===== src/rtl/ysyx_24100029_ifu_pkg.sv =====
// rtl/ysyx_24100029_ifu_pkg.sv - shared IFU types and constants
package ysyx_24100029_ifu_pkg;

  typedef enum logic [1:0] {
    S_REQ   = 2'd0,
    S_WAIT  = 2'd1,
    S_FLUSH = 2'd2
  } ifu_state_e;

  localparam logic [6:0] OPC_JAL = 7'b1101111;

endpackage


===== src/rtl/ysyx_24100029_ifu_npc.sv =====
// rtl/ysyx_24100029_ifu_npc.sv - JAL predecode and next-PC adder
module ysyx_24100029_ifu_npc
  import ysyx_24100029_ifu_pkg::*;
(
  input  logic [31:0] pc,
  input  logic [6:0]  opcode,
  input  logic [19:0] imm_field,
  output logic [31:0] npc,
  output logic        pred_taken
);

  logic [31:0] imm_j;

  // imm_field is inst[31:12]; reassemble the scrambled J-type immediate
  assign imm_j      = {{12{imm_field[19]}}, imm_field[7:0], imm_field[8], imm_field[18:9], 1'b0};
  assign pred_taken = (opcode == OPC_JAL);
  assign npc        = pc + (pred_taken ? imm_j : 32'd4);

endmodule


===== src/rtl/ysyx_24100029_ifu.sv =====
// rtl/ysyx_24100029_ifu.sv - instruction fetch unit with one outstanding request
module ysyx_24100029_ifu
  import ysyx_24100029_ifu_pkg::*;
#(
  parameter logic [31:0] RESET_PC = 32'h3000_0000
) (
  input  logic        clock,
  input  logic        reset,
  output logic        req_valid,
  input  logic        req_ready,
  output logic [31:0] req_addr,
  input  logic        rsp_valid,
  output logic        rsp_ready,
  input  logic [31:0] rsp_data,
  input  logic        redirect_valid,
  input  logic [31:0] redirect_pc,
  input  logic        br_error,
  input  logic [31:0] br_npc,
  output logic        master_valid,
  input  logic        master_ready,
  output logic [31:0] inst,
  output logic [31:0] pc,
  output logic        pred_res,
  output logic        inst_kill
);

  ifu_state_e  state;
  logic [31:0] fetch_pc;
  logic [31:0] pend_pc;
  logic        pend;
  logic        redir;
  logic [31:0] redir_pc;
  logic        req_hs;
  logic        rsp_hs;
  logic [31:0] npc;
  logic        pred_taken;

  assign redir     = redirect_valid | br_error;
  assign redir_pc  = redirect_valid ? redirect_pc : br_npc;
  assign inst_kill = redir;

  assign req_valid = reset & (state == S_REQ);
  assign req_addr  = fetch_pc;
  assign rsp_ready = (state == S_FLUSH) | ((state == S_WAIT) & (~master_valid | master_ready));
  assign req_hs    = req_valid & req_ready;
  assign rsp_hs    = rsp_valid & rsp_ready;

  ysyx_24100029_ifu_npc u_npc (
    .pc         (fetch_pc),
    .opcode     (rsp_data[6:0]),
    .imm_field  (rsp_data[31:12]),
    .npc        (npc),
    .pred_taken (pred_taken)
  );

  always_ff @(posedge clock or negedge reset) begin
    if (!reset) begin
      state        <= S_REQ;
      fetch_pc     <= RESET_PC;
      pend         <= 1'b0;
      pend_pc      <= 32'd0;
      master_valid <= 1'b0;
      inst         <= 32'd0;
      pc           <= 32'd0;
      pred_res     <= 1'b0;
    end else begin
      if (master_valid && master_ready) master_valid <= 1'b0;
      if (redir) master_valid <= 1'b0;

      case (state)
        S_REQ: begin
          // req_addr must stay put until accepted, so redirects wait in pend
          if (req_hs) begin
            if (redir) begin
              fetch_pc <= redir_pc;
              pend     <= 1'b0;
              state    <= S_FLUSH;
            end else if (pend) begin
              fetch_pc <= pend_pc;
              pend     <= 1'b0;
              state    <= S_FLUSH;
            end else begin
              state <= S_WAIT;
            end
          end else if (redir) begin
            pend    <= 1'b1;
            pend_pc <= redir_pc;
          end
        end
        S_WAIT: begin
          if (redir) begin
            fetch_pc <= redir_pc;
            state    <= rsp_hs ? S_REQ : S_FLUSH;
          end else if (rsp_hs) begin
            inst         <= rsp_data;
            pc           <= fetch_pc;
            pred_res     <= pred_taken;
            master_valid <= 1'b1;
            fetch_pc     <= npc;
            state        <= S_REQ;
          end
        end
        S_FLUSH: begin
          if (redir) fetch_pc <= redir_pc;
          if (rsp_hs) state <= S_REQ;
        end
        default: state <= S_REQ;
      endcase
    end
  end

endmodule


===== config.mk =====
export PLATFORM = sky130hd
export DESIGN_NAME = ysyx_24100029_ifu
export DESIGN_NICKNAME = d
export VERILOG_FILES = /design/src/rtl/ysyx_24100029_ifu_pkg.sv /design/src/rtl/ysyx_24100029_ifu_npc.sv /design/src/rtl/ysyx_24100029_ifu.sv
export SDC_FILE = /design/constraint.sdc
export NUM_CORES = 1
export LEC_CHECK = 0
export BUFFER_PORTS_ARGS = -buffer_cell sky130_fd_sc_hd__buf_2
export CAP_MARGIN = 20
export CORE_AREA = 2 2 143 131
export DETAILED_ROUTE_END_ITERATION = 8
export DIE_AREA = 0 0 145 133
export GPL_TIMING_DRIVEN = 0
export PLACE_DENSITY = 0.71
export SETUP_SLACK_MARGIN = 0.1
export SYNTH_ARGS = -nofsm -noshare
export SYNTH_HDL_FRONTEND = slang
export SYNTH_SLANG_ARGS = --single-unit

===== constraint.sdc =====
create_clock -name clock -period 5.6 [get_ports clock]
set_input_delay 0.28 -clock clock [delete_from_list [all_inputs] [get_ports clock]]
set_output_delay 0.28 -clock clock [all_outputs]
set_load 0.05 [all_outputs]

==> results of run 1 <==
-- worst max path at each step --
stage / to / slack [ns] / depth (start not counted)
2_1_floorplan: req_addr[27] / 2.22 / 15
3_3_place_gp: req_addr[31] / 0.43 / 9
3_5_place_dp: req_addr[27] / 1.50 / 16
4_1_cts: req_addr[27] / 1.93 / 16
5_1_grt: req_addr[27] / 1.63 / 16
6_report: req_addr[27] / 1.88 / 16
-- final cells by class --
class	instances	area share, %
Inverter	11	0.404
Antenna cell	1	0.0245
Timing Repair Buffer	203	10.3
Multi-Input combinational cell	674	44.8
Tap cell	245	3.00
Clock buffer	19	4.43
Buffer	66	2.53
Sequential cell	133	32.6
Clock inverter	13	2.00
-- worst max-delay path: stages --
cell	delay, ns
buf_2	0.11
and4b_1	0.30
clkbuf_1	0.30
clkbuf_1	0.29
and3_1	0.26
ha_1	0.21
inv_1	0.07
fa_1	0.41
nor2b_1	0.17
o211ai_1	0.15
a211o_1	0.39
a21oi_2	0.24
o211ai_2	0.19
mux2i_1	0.22
or4bb_1	0.41
nand3b_1	0.09
-- sequential cells by signal (all words and copies together) (netlist names) --
register / count
inst: 32
pc: 32
pend_pc: 32
req_addr: 32
state: 2
master_valid: 1
pend: 1
pred_res: 1
-- layer usage --
layer  global-route usage (%)  wire (µm)  part of all wire, %
met1                     39.7      11700                   46
met5                        0          0                    0
met4                     7.32        382                  1.5
met3                     5.07       2340                  9.2
met2                     39.6      10900                   43
-- layout by cell type, fill, tap and decap left out, drive strengths merged, types with 6 or more instances in the layout --
cell,synthesis,routed
clkbuf,50,69
dfrtp,131,131
o221ai,10,10
nand3,15,15
and2,11,11
and3,29,29
buf,16,218
nor2,65,65
a21oi,50,50
mux2i,52,52
ha,23,23
nor4,6,6
clkinv,0,7
nor3,13,13
a31oi,7,7
xnor2,13,13
nand2b,8,8
nand2,94,94
o31ai,7,7
o211ai,8,8
o21ai,100,100
a211oi,18,18
mux2,66,66
a21o,12,12
inv,11,11
-- metrics by stage --
stage / instance area, µm² / setup slack (ns) / hold slack, ns
floorplan: 8210 / 2.22 / -0.0156
global placement: 9520 / 0.434 / 0.460
detailed placement: 9550 / 1.50 / 0.268
CTS: 10200 / 1.93 / 0.0719
global route: 10200 / 1.63 / 0.0765
finish: 10200 / 1.88 / 0.0826
-- where the power goes --
part           switching (W)  internal (W)  total [W]
sequential          0.000264       0.00125    0.00151
combinational        0.00160      0.000673    0.00227
clock               0.000433      0.000811    0.00124
-- what timing repair did --
action	4_1_cts	5_1_grt
hold endpoints to repair	54	0
endpoints found under the setup margin	0	0
hold buffers	1	0
-- logic make-up (layout without fill, tap and decap cells) --
| group | count (synthesis) | in the layout | share of synthesized area [%] |
|---|---|---|---|
| flops | 133 | 133 | 40.6 |
| simple gates | 259 | 259 | 14.8 |
| mux | 118 | 118 | 15.4 |
| compound gates | 256 | 256 | 20.0 |
| other cells | 0 | 1 | 0 |
| buf+inv | 77 | 312 | 3.66 |
| fa+ha+maj | 24 | 24 | 3.75 |
| xor+xnor | 17 | 17 | 1.81 |
==> impl_metrics.yaml, run 1 <==
run_status:
  status: "finished clean"
sta:
  fin_crit_sh_pct: 66.5
  finalCriticalPeriod_ns: 3.72
  tns_ns: 0
  worst_pin_slew_ns: 0.922
  setup_viol: 0
  fmax_mhz: 268
  max_slew_margin_pct: 38.1
  clock-skew-final_ns: 0.0108
  drv_slew: 0
  hold_violations: 0
  rsz0062_at_grt: "false"
synthesis:
  synth_top_area_share_pct: 39.9
  synthTopCellsByArea: "dfrtp_1 (40%), mux2_2 (9.1%), mux2i_1 (6.3%), o21ai_0 (6.0%), nand2_1 (4.3%)"
  synth.cell_area_um2: 8210
  synth.most_common_cell: "dfrtp_1"
  yosys_register_bits: 133
  ys_dominant_reg_cell: "dfrtp_1"
  synth-edff-count: 0
  syn_inst: 884
  ys_top_cells_by_count: "dfrtp_1 (131), o21ai_0 (99), nand2_1 (93), mux2_2 (66), nor2_1 (63)"
  ys_seq_area_share_pct: 40.6
  synth_warnings: 0
  avgSynthCellArea_um2: 9.28
  syn-num-nets: 1011
  synth_top_cell_by_area: "dfrtp_1"
  synth_cell_types: 72
  async_flop_share_pct: 100
clock_network:
  cts_num_sinks: 133
  htreeDepth: 4
  clk_pin_slew_ns: 0.06
  cts_root_buffer: "clkbuf_16"
  cts_buffers: 17
  cts_resized: 0
  cts_tree: "done"
  post_cts_buffers: 0
  clkLatencyLatePin_ns: 0.43
  cts_buffer_depth: 2
global_routing:
  grt_usage_pct: 26.6
  grt_pass1_vias: 7219
  grt_pass1_wl_mm: 40.2
  antenna_found_initial: 1
  grt_max_degree: 82
  grt.overflow.total: 0
drt:
  avgViaCountPerCell: 5.72
  drtIter0Drc: 795
  detail-route-antenna-nets: 0
  drt-total-wl_mm: 25.3
  firstDrtPassIters: 5
  wl_per_cell_um: 18.6
  vias: 7805
  drc: 0
critical_path:
  reg2reg_depth: 11
  ff2ff_setup_slack_ns: 2.43
  crit_path_start_kind: "input port"
  cp_data_arrival_time_ns: 4.09
  crit_start: "rsp_data[4]"
  end_kind: "flip-flop"
  r2r_end: "req_addr[21]"
  r2r-start: "state[1]"
  required_ns: 5.96
  criticalPathCategory: "in -> reg"
  path_max_fanout: 10
final_layout:
  area_growth_pct: 24.6
  ff_latch_area_um2: 3330
  final_util_pct: 57.0
  fin_cells: 1365
  nets: 1233
  fillCellCount: 1598
  multi_input_area_um2: 4580
  drive_gt1_share_pct: 29.1
die:
  die_h_um: 133
  dieWidth_um: 145
  placeableCoreArea_um2: 17900
  ioPinCount: 204
  row_count: 47
  dieArea_um2: 19300
  initial_core_util_pct: 45.8
worst_hold_path:
  min_to: "inst[11]"
  hold_path.class: "in -> reg"
  hold_depth: 2
  worstHoldStart: "rsp_data[11]"
pwr:
  p_total_w: 0.00503
  ir_worst_vdd_mv: 0.244
  powerDensity_nw_per_um2: 492
  p_leak_nw: 5.19
place:
  gp_congestion: 0.895
  dp_cells: 1331
  io_buffers: 201
  hpwl_mm: 19.1
flow_run:
  cap_viol_max_count: 0
No activity file was read; power rests on OpenSTA's default activity.
==> inputs of run 2 (changes only) <==
--- a/config.mk
+++ b/config.mk
@@ -5,13 +5,14 @@
 export SDC_FILE = /design/constraint.sdc
 export NUM_CORES = 1
 export LEC_CHECK = 0
+export ABC_AREA = 1
 export BUFFER_PORTS_ARGS = -buffer_cell sky130_fd_sc_hd__buf_2
 export CAP_MARGIN = 20
-export CORE_AREA = 2 2 143 131
+export CORE_AREA = 2 2 144 132
 export DETAILED_ROUTE_END_ITERATION = 8
-export DIE_AREA = 0 0 145 133
+export DIE_AREA = 0 0 146 134
 export GPL_TIMING_DRIVEN = 0
-export PLACE_DENSITY = 0.71
+export PLACE_DENSITY = 0.73
 export SETUP_SLACK_MARGIN = 0.1
 export SYNTH_ARGS = -nofsm -noshare
 export SYNTH_HDL_FRONTEND = slang
==> constraint.sdc (replaced) <==
create_clock -name clock -period 3.2 [get_ports clock]
set_input_delay 0.16 -clock clock [delete_from_list [all_inputs] [get_ports clock]]
set_output_delay 0.16 -clock clock [all_outputs]
set_load 0.05 [all_outputs]
==> run 2 against run 1 <==
  * Utilization rose by 0.99 points
  * Die area grew 1.4%
  * Global-route usage rose by 0.33 points
  * Clock skew barely moved
  * Sequential share of layout area decreased by 0.87 points
  * Final area grew 2.7%
  * Count of clock-buffer cells in the layout increased by 1
  * Combinational power increased by 130%
  * Total power up 100%
  * Worst hold slack got worse by 0.073 ns
  * Register-to-register slack worse by 1.9 ns
==> impl_metrics.yaml, run 2 <==
drt:
  detail-route-antenna-nets: 0
  wl_per_cell_um: 15.8
  firstDrtPassIters: 5
  drtIter0Drc: 712
  drt-total-wl_mm: 26.3
  drc: 0
  vias: 8533
  avgViaCountPerCell: 5.12
critical_path:
  r2r_end: "req_addr[25]"
  path_max_fanout: 10
  reg2reg_depth: 15
  crit_path_start_kind: "input port"
  cp-endpoint: "req_addr[25]"
  cp_data_arrival_time_ns: 3.11
  cpPeakStageDelay_ns: 0.38
  cpMostUsedCell: "nand2_1"
  crit_start: "rsp_data[6]"
  critPathSlowestCell: "fa_1"
  r2r-start: "req_addr[1]"
  criticalPathCategory: "in -> reg"
  required_ns: 3.52
  end_kind: "flip-flop"
  ff2ff_setup_slack_ns: 0.56
  path_cells: "buf_2, nand2_1, nor2_2, buf_4, nand2_1, buf_2, nor2_4, ha_1, inv_1, fa_1, inv_1, nand3_1, nand3_1, nand2_1, nand3_1, nand2_1, nand2_1, nand3_1, a21oi_1, o21ai_1, nand2_1, nand2_1"
die:
  initial_core_util_pct: 46.0
  placeableCoreArea_um2: 18100
  die_h_um: 134
  dieArea_um2: 19600
  row_count: 47
  dieWidth_um: 146
  ioPinCount: 204
sta:
  rsz0062_at_grt: "false"
  fmax_mhz: 359
  drv_slew: 0
  hold_violations: 0
  fin_crit_sh_pct: 87.1
  worst_pin_slew_ns: 0.593
  setup_viol: 0
  finalCriticalPeriod_ns: 2.79
  clock-skew-final_ns: 0.0106
  tns_ns: 0
  max_slew_margin_pct: 60.5
pwr:
  powerDensity_nw_per_um2: 975
  p_leak_nw: 5.77
  ir_worst_vdd_mv: 0.486
  p_total_w: 0.0102
synthesis:
  synthTopCellsByArea: "dfrtp_1 (39%), nand2_1 (18%), o21ai_0 (6.7%), inv_1 (5.1%), nor2_1 (3.9%)"
  avgSynthCellArea_um2: 7.10
  synth.most_common_cell: "nand2_1"
  synth_cell_types: 43
  ys_seq_area_share_pct: 40.0
  synth-edff-count: 0
  ys_top_cells_by_count: "nand2_1 (399), dfrtp_1 (131), inv_1 (114), o21ai_0 (112), nor2_1 (87)"
  yosys_register_bits: 133
  syn-num-nets: 1301
  synth_warnings: 0
  async_flop_share_pct: 100
  synth_top_area_share_pct: 39.3
  syn_inst: 1174
  synth_top_cell_by_area: "dfrtp_1"
  synth.cell_area_um2: 8330
  ys_dominant_reg_cell: "dfrtp_1"
place:
  placed_cell_area_um2: 9690
  gp_congestion: 0.910
  dp_cells: 1622
  hpwl_mm: 20.3
  io_buffers: 202
final_layout:
  nets: 1538
  fin_cells: 1668
  drive_gt1_share_pct: 21.0
  final_area_um2: 10500
  area_growth_pct: 26.0
  final_cell_mix: "nand2_1 (399), buf_2 (227), dfrtp_1 (131), inv_1 (114), o21ai_0 (111)"
  layout_commonest_cell: "nand2_1"
  antenna_cells: 0
clock_network:
  clk_pin_slew_ns: 0.06
  htreeDepth: 4
  cts_root_buffer: "clkbuf_16"
  cts_num_sinks: 133
  post_cts_buffers: 0
  cts_buffer_depth: 2
  cts_buffers: 17
  clkLatencyLatePin_ns: 0.43
  cts_tree: "done"
run_status:
  status: "finished clean"
global_routing:
  grt_max_degree: 77
  grt.overflow.total: 0
  grt_pass1_vias: 7992
  grt_pass1_wl_mm: 42.0
  grt_usage_pct: 26.9
  antenna_found_initial: 0
flow_run:
  cap_viol_max_count: 0
worst_hold_path:
  hold_path.class: "in -> reg"
run 2: changes by cell type after synthesis, sizes merged, moves of 28 or more:
cell    change
mux2i      -29
nand2     +313
inv       +108
nor2       +34
nand3      +41
clkbuf     -28
and3       -29
mux2       -66
run 2: what timing repair did:
action                                  4_1_cts  5_1_grt
gates resized for setup                       0        7
endpoints found under the setup margin        0        7
endpoints found under the hold margin        72        0
hold buffers                                 15        0
run 2: logic make-up (layout without fill, tap and decap cells):
group / after synthesis / count (layout) / synth area share [%]
compound gates: 219 / 219 / 14.6
xor+xnor: 15 / 15 / 1.58
fa+ha+maj: 24 / 24 / 3.69
buf+inv: 176 / 425 / 8.63
flops: 133 / 133 / 40.0
mux: 23 / 23 / 2.76
simple gates: 584 / 584 / 28.8
run 2: power by group:
| group | internal, W | switching [W] |
|---|---|---|
| clock network | 0.00143 | 0.000769 |
| logic | 0.00140 | 0.00383 |
| registers | 0.00231 | 0.000510 |
| total | 0.00513 | 0.00511 |
run 2: stage by stage:
stage	worst slack, ns	hold WS [ns]	util [%]
2_1_floorplan	0.575	-0.136	-
3_3_place_gp	-0.862	0.365	53.3
3_5_place_dp	-0.238	0.172	53.5
4_1_cts	0.160	0.00596	57.9
5_1_grt	0.139	0.0308	58.0
6_report	0.411	0.00970	58.0
run 2: critical path, delay by kind of cell:
family	cells	cell delay, ns
AND/OR/NAND/NOR	13	1.39
AO/OA/AOI/OAI	2	0.29
buffers and inverters	5	0.70
adder cells (fa/ha/maj)	2	0.59
run 2: per-layer routing:
layer  global-route usage, %  share of wire [%]  up-vias
met4                    6.69                1.2        0
met3                    4.93                6.6       29
met5                       0                  0        -
met1                    40.5                 50     3902
li1                        -                  -     4279
met2                    40.2                 42      323
run 2: how the worst min path moves through the flow:
stage | from | endpoint | depth (start not counted)
floorplan | reset | inst[0] | 0
global route | rsp_data[29] | inst[29] | 3
finish | rsp_data[29] | inst[29] | 3
global placement | rsp_data[10] | inst[10] | 3
CTS | rsp_data[29] | inst[29] | 3
detailed placement | reset | pend_pc[6] | 1
run 2: cell type report:
class	count	area [µm²]
Clock inverter	11	198
Buffer	53	254
Inverter	123	467
Multi-Input combinational cell	865	4300
Tap cell	245	307
Sequential cell	133	3330
Clock buffer	20	457
Fill cell	1728	7610
Timing Repair Buffer	218	1190
==> inputs of run 3 (changes only) <==
--- a/config.mk
+++ b/config.mk
@@ -8,11 +8,13 @@
 export ABC_AREA = 1
 export BUFFER_PORTS_ARGS = -buffer_cell sky130_fd_sc_hd__buf_2
 export CAP_MARGIN = 20
-export CORE_AREA = 2 2 144 132
+export CELL_PAD_IN_SITES_DETAIL_PLACEMENT = 1
+export CELL_PAD_IN_SITES_GLOBAL_PLACEMENT = 1
+export CORE_AREA = 2 2 166 152
 export DETAILED_ROUTE_END_ITERATION = 8
-export DIE_AREA = 0 0 146 134
+export DIE_AREA = 0 0 168 154
 export GPL_TIMING_DRIVEN = 0
-export PLACE_DENSITY = 0.73
+export PLACE_DENSITY_LB_ADDON = 0.1
 export SETUP_SLACK_MARGIN = 0.1
 export SYNTH_ARGS = -nofsm -noshare
 export SYNTH_HDL_FRONTEND = slang
==> run 3 against run 2 <==
  * Final area grew 0.69%
  * Die area increased by 32%
  * Largest cell class unchanged
  * Wire length up 14%
  * Total power increased by 0.33%
  * Via count hardly changed
  * Clock power decreased by 4%
  * Utilization fell by 14 points
  * Global-route usage shrank 3.0 points
  * Combinational power up 2%
  * Critical endpoint is now req_addr[18]
  * First-iteration DRC count down 31%
  * Largest power group unchanged
==> impl_metrics.yaml, run 3 (synthesis results as in run 2) <==
sta:
  fin_crit_sh_pct: 86.6
  rsz0062_at_grt: "true"
  max_slew_margin_pct: 57.1
  worst_pin_slew_ns: 0.643
  drv_slew: 0
  hold_violations: 0
  setup_viol: 0
  hold_ws_ns: 0.0140
  finalCriticalPeriod_ns: 2.77
  clock-skew-final_ns: 0.0140
  fmax_mhz: 361
global_routing:
  grt_max_degree: 70
  grt_usage_pct: 24.0
  antenna_found_initial: 1
  grt.overflow.total: 0
  grt_pass1_vias: 8803
  grt_pass1_wl_mm: 48.9
place:
  hpwl_mm: 23.8
  gp_congestion: 0.863
  dp_cells: 1685
  io_buffers: 202
run_status:
  status: "finished clean"
critical_path:
  critPathBufInv: 7
  cpPeakStageDelay_ns: 0.54
  critPathTopFamily: "buffers and inverters"
  path_max_fanout: 69
  crit_path_start_kind: "input port"
  cp_data_arrival_time_ns: 3.12
  end_kind: "flip-flop"
  criticalPathCategory: "in -> reg"
  critPathSlowestCell: "dlygate4sd3_1"
  path_cells: "dlygate4sd3_1, buf_6, buf_16, nand2_1, inv_1, nand2_1, inv_1, nor2_1, nor2_1, nand3_2, inv_1, buf_2, o211ai_1, nand2_1"
  required_ns: 3.55
pwr:
  ir_worst_vdd_mv: 0.440
  power.net_switching_w: 0.00526
  seqPwrFrac_pct: 27.6
  p_total_w: 0.0103
  pwr-share-clk_pct: 20.5
  p_int_w: 0.00501
  p_comb_share_pct: 51.9
  swShare_pct: 51.2
  p_leak_nw: 5.75
  powerDensity_nw_per_um2: 971
final_layout:
  area_growth_pct: 26.9
  fin_cells: 1732
  drive_gt1_share_pct: 21.2
  layout_commonest_cell: "nand2_1"
  final_util_pct: 44.1
  final_cell_mix: "nand2_1 (399), buf_2 (227), dfrtp_1 (131), inv_1 (113), o21ai_0 (111)"
  antenna_cells: 0
  nets: 1539
clock_network:
  cts_buffer_depth: 2
  post_cts_buffers: 0
  clk_pin_slew_ns: 0.07
  cts_root_buffer: "clkbuf_16"
  cts_buffers: 17
  clkLatencyLatePin_ns: 0.43
  cts_tree: "done"
  htreeDepth: 4
  cts_num_sinks: 133
drt:
  avgViaCountPerCell: 4.93
  detail-route-antenna-nets: 0
  firstDrtPassIters: 5
  wl_per_cell_um: 17.4
  vias: 8537
  drt-total-wl_mm: 30.1
  drtIter0Drc: 488
  drc: 0
die:
  dieWidth_um: 168
  initial_core_util_pct: 34.7
  placeableCoreArea_um2: 24000
  row_count: 54
  dieArea_um2: 25900
  ioPinCount: 204
  die_h_um: 154
flow_run:
  cap_viol_max_count: 0
worst_hold_path:
  hold_path.class: "in -> reg"
-- run 3: power groups by stage --
| stage | logic (W) | registers (W) | clock network (W) |
|---|---|---|---|
| 4_1_cts | 0.00534 | 0.00283 | 0.00216 |
| 3_5_place_dp | 0.00529 | 0.00285 | 0 |
| 2_1_floorplan | 0.00248 | 0.00402 | 0 |
| 3_3_place_gp | 0.00520 | 0.00284 | 0 |
| 5_1_grt | 0.00588 | 0.00291 | 0.00222 |
| 6_report | 0.00533 | 0.00284 | 0.00211 |
-- run 3: metal layers --
| metal | part of all wire [%] | global-route usage (%) | vias up |
|---|---|---|---|
| met5 | 0 | 0 | - |
| met4 | 0.94 | 5.05 | 0 |
| met3 | 5.0 | 3.99 | 19 |
| met2 | 43 | 36.8 | 223 |
| met1 | 51 | 35.5 | 4023 |
| li1 | - | - | 4272 |
-- run 3: worst paths after layout --
path / from / end / slack, ns / depth (start not counted)
min: rsp_data[26] / inst[26] / 0.01 / 3
max in group asynchronous: reset / req_addr[29] / 2.09 / 3
min reg2reg: pc[4] / pc[4] / 0.47 / 2
max reg2reg: req_addr[1] / req_addr[15] / 0.53 / 16
min in group asynchronous: reset / inst[24] / 0.28 / 2
max: reset / req_addr[18] / 0.43 / 14
-- run 3: timing repair --
action                     4_1_cts  5_1_grt
hold buffers                    16        0
hold endpoints to repair        80        0
resized for setup                1       11
setup endpoints to repair        3       11
gates cloned                     0        0
-- run 3: area by class of cell --
cell class	instances	area [µm²]
clock buffer	17	425
timing repair buffer	219	1200
tap	308	385
inverter	123	467
buffer	53	262
sequential	133	3330
fill	3144	13400
multi-input combinational	865	4300
clock inverter	14	199
-- run 3: through the flow --
step                setup TNS [ns]  instance area (µm²)  worst slack, ns
finish                           0                10600            0.429
global route                     0                10600           0.0995
CTS                              0                10500            0.167
detailed placement           -2.37                 9760           -0.416
global placement            -60.93                 9730            -1.05
floorplan                        0                 8330            0.575
-- run 3: worst register-to-register path: cells and delay by family, from the launching register on --
kind            cells  cell delay [ns]
compound gates      2             0.41
fa+ha+maj           2             0.66
simple gates        9             0.81
buf+inv             3             0.24
flops               1             0.50
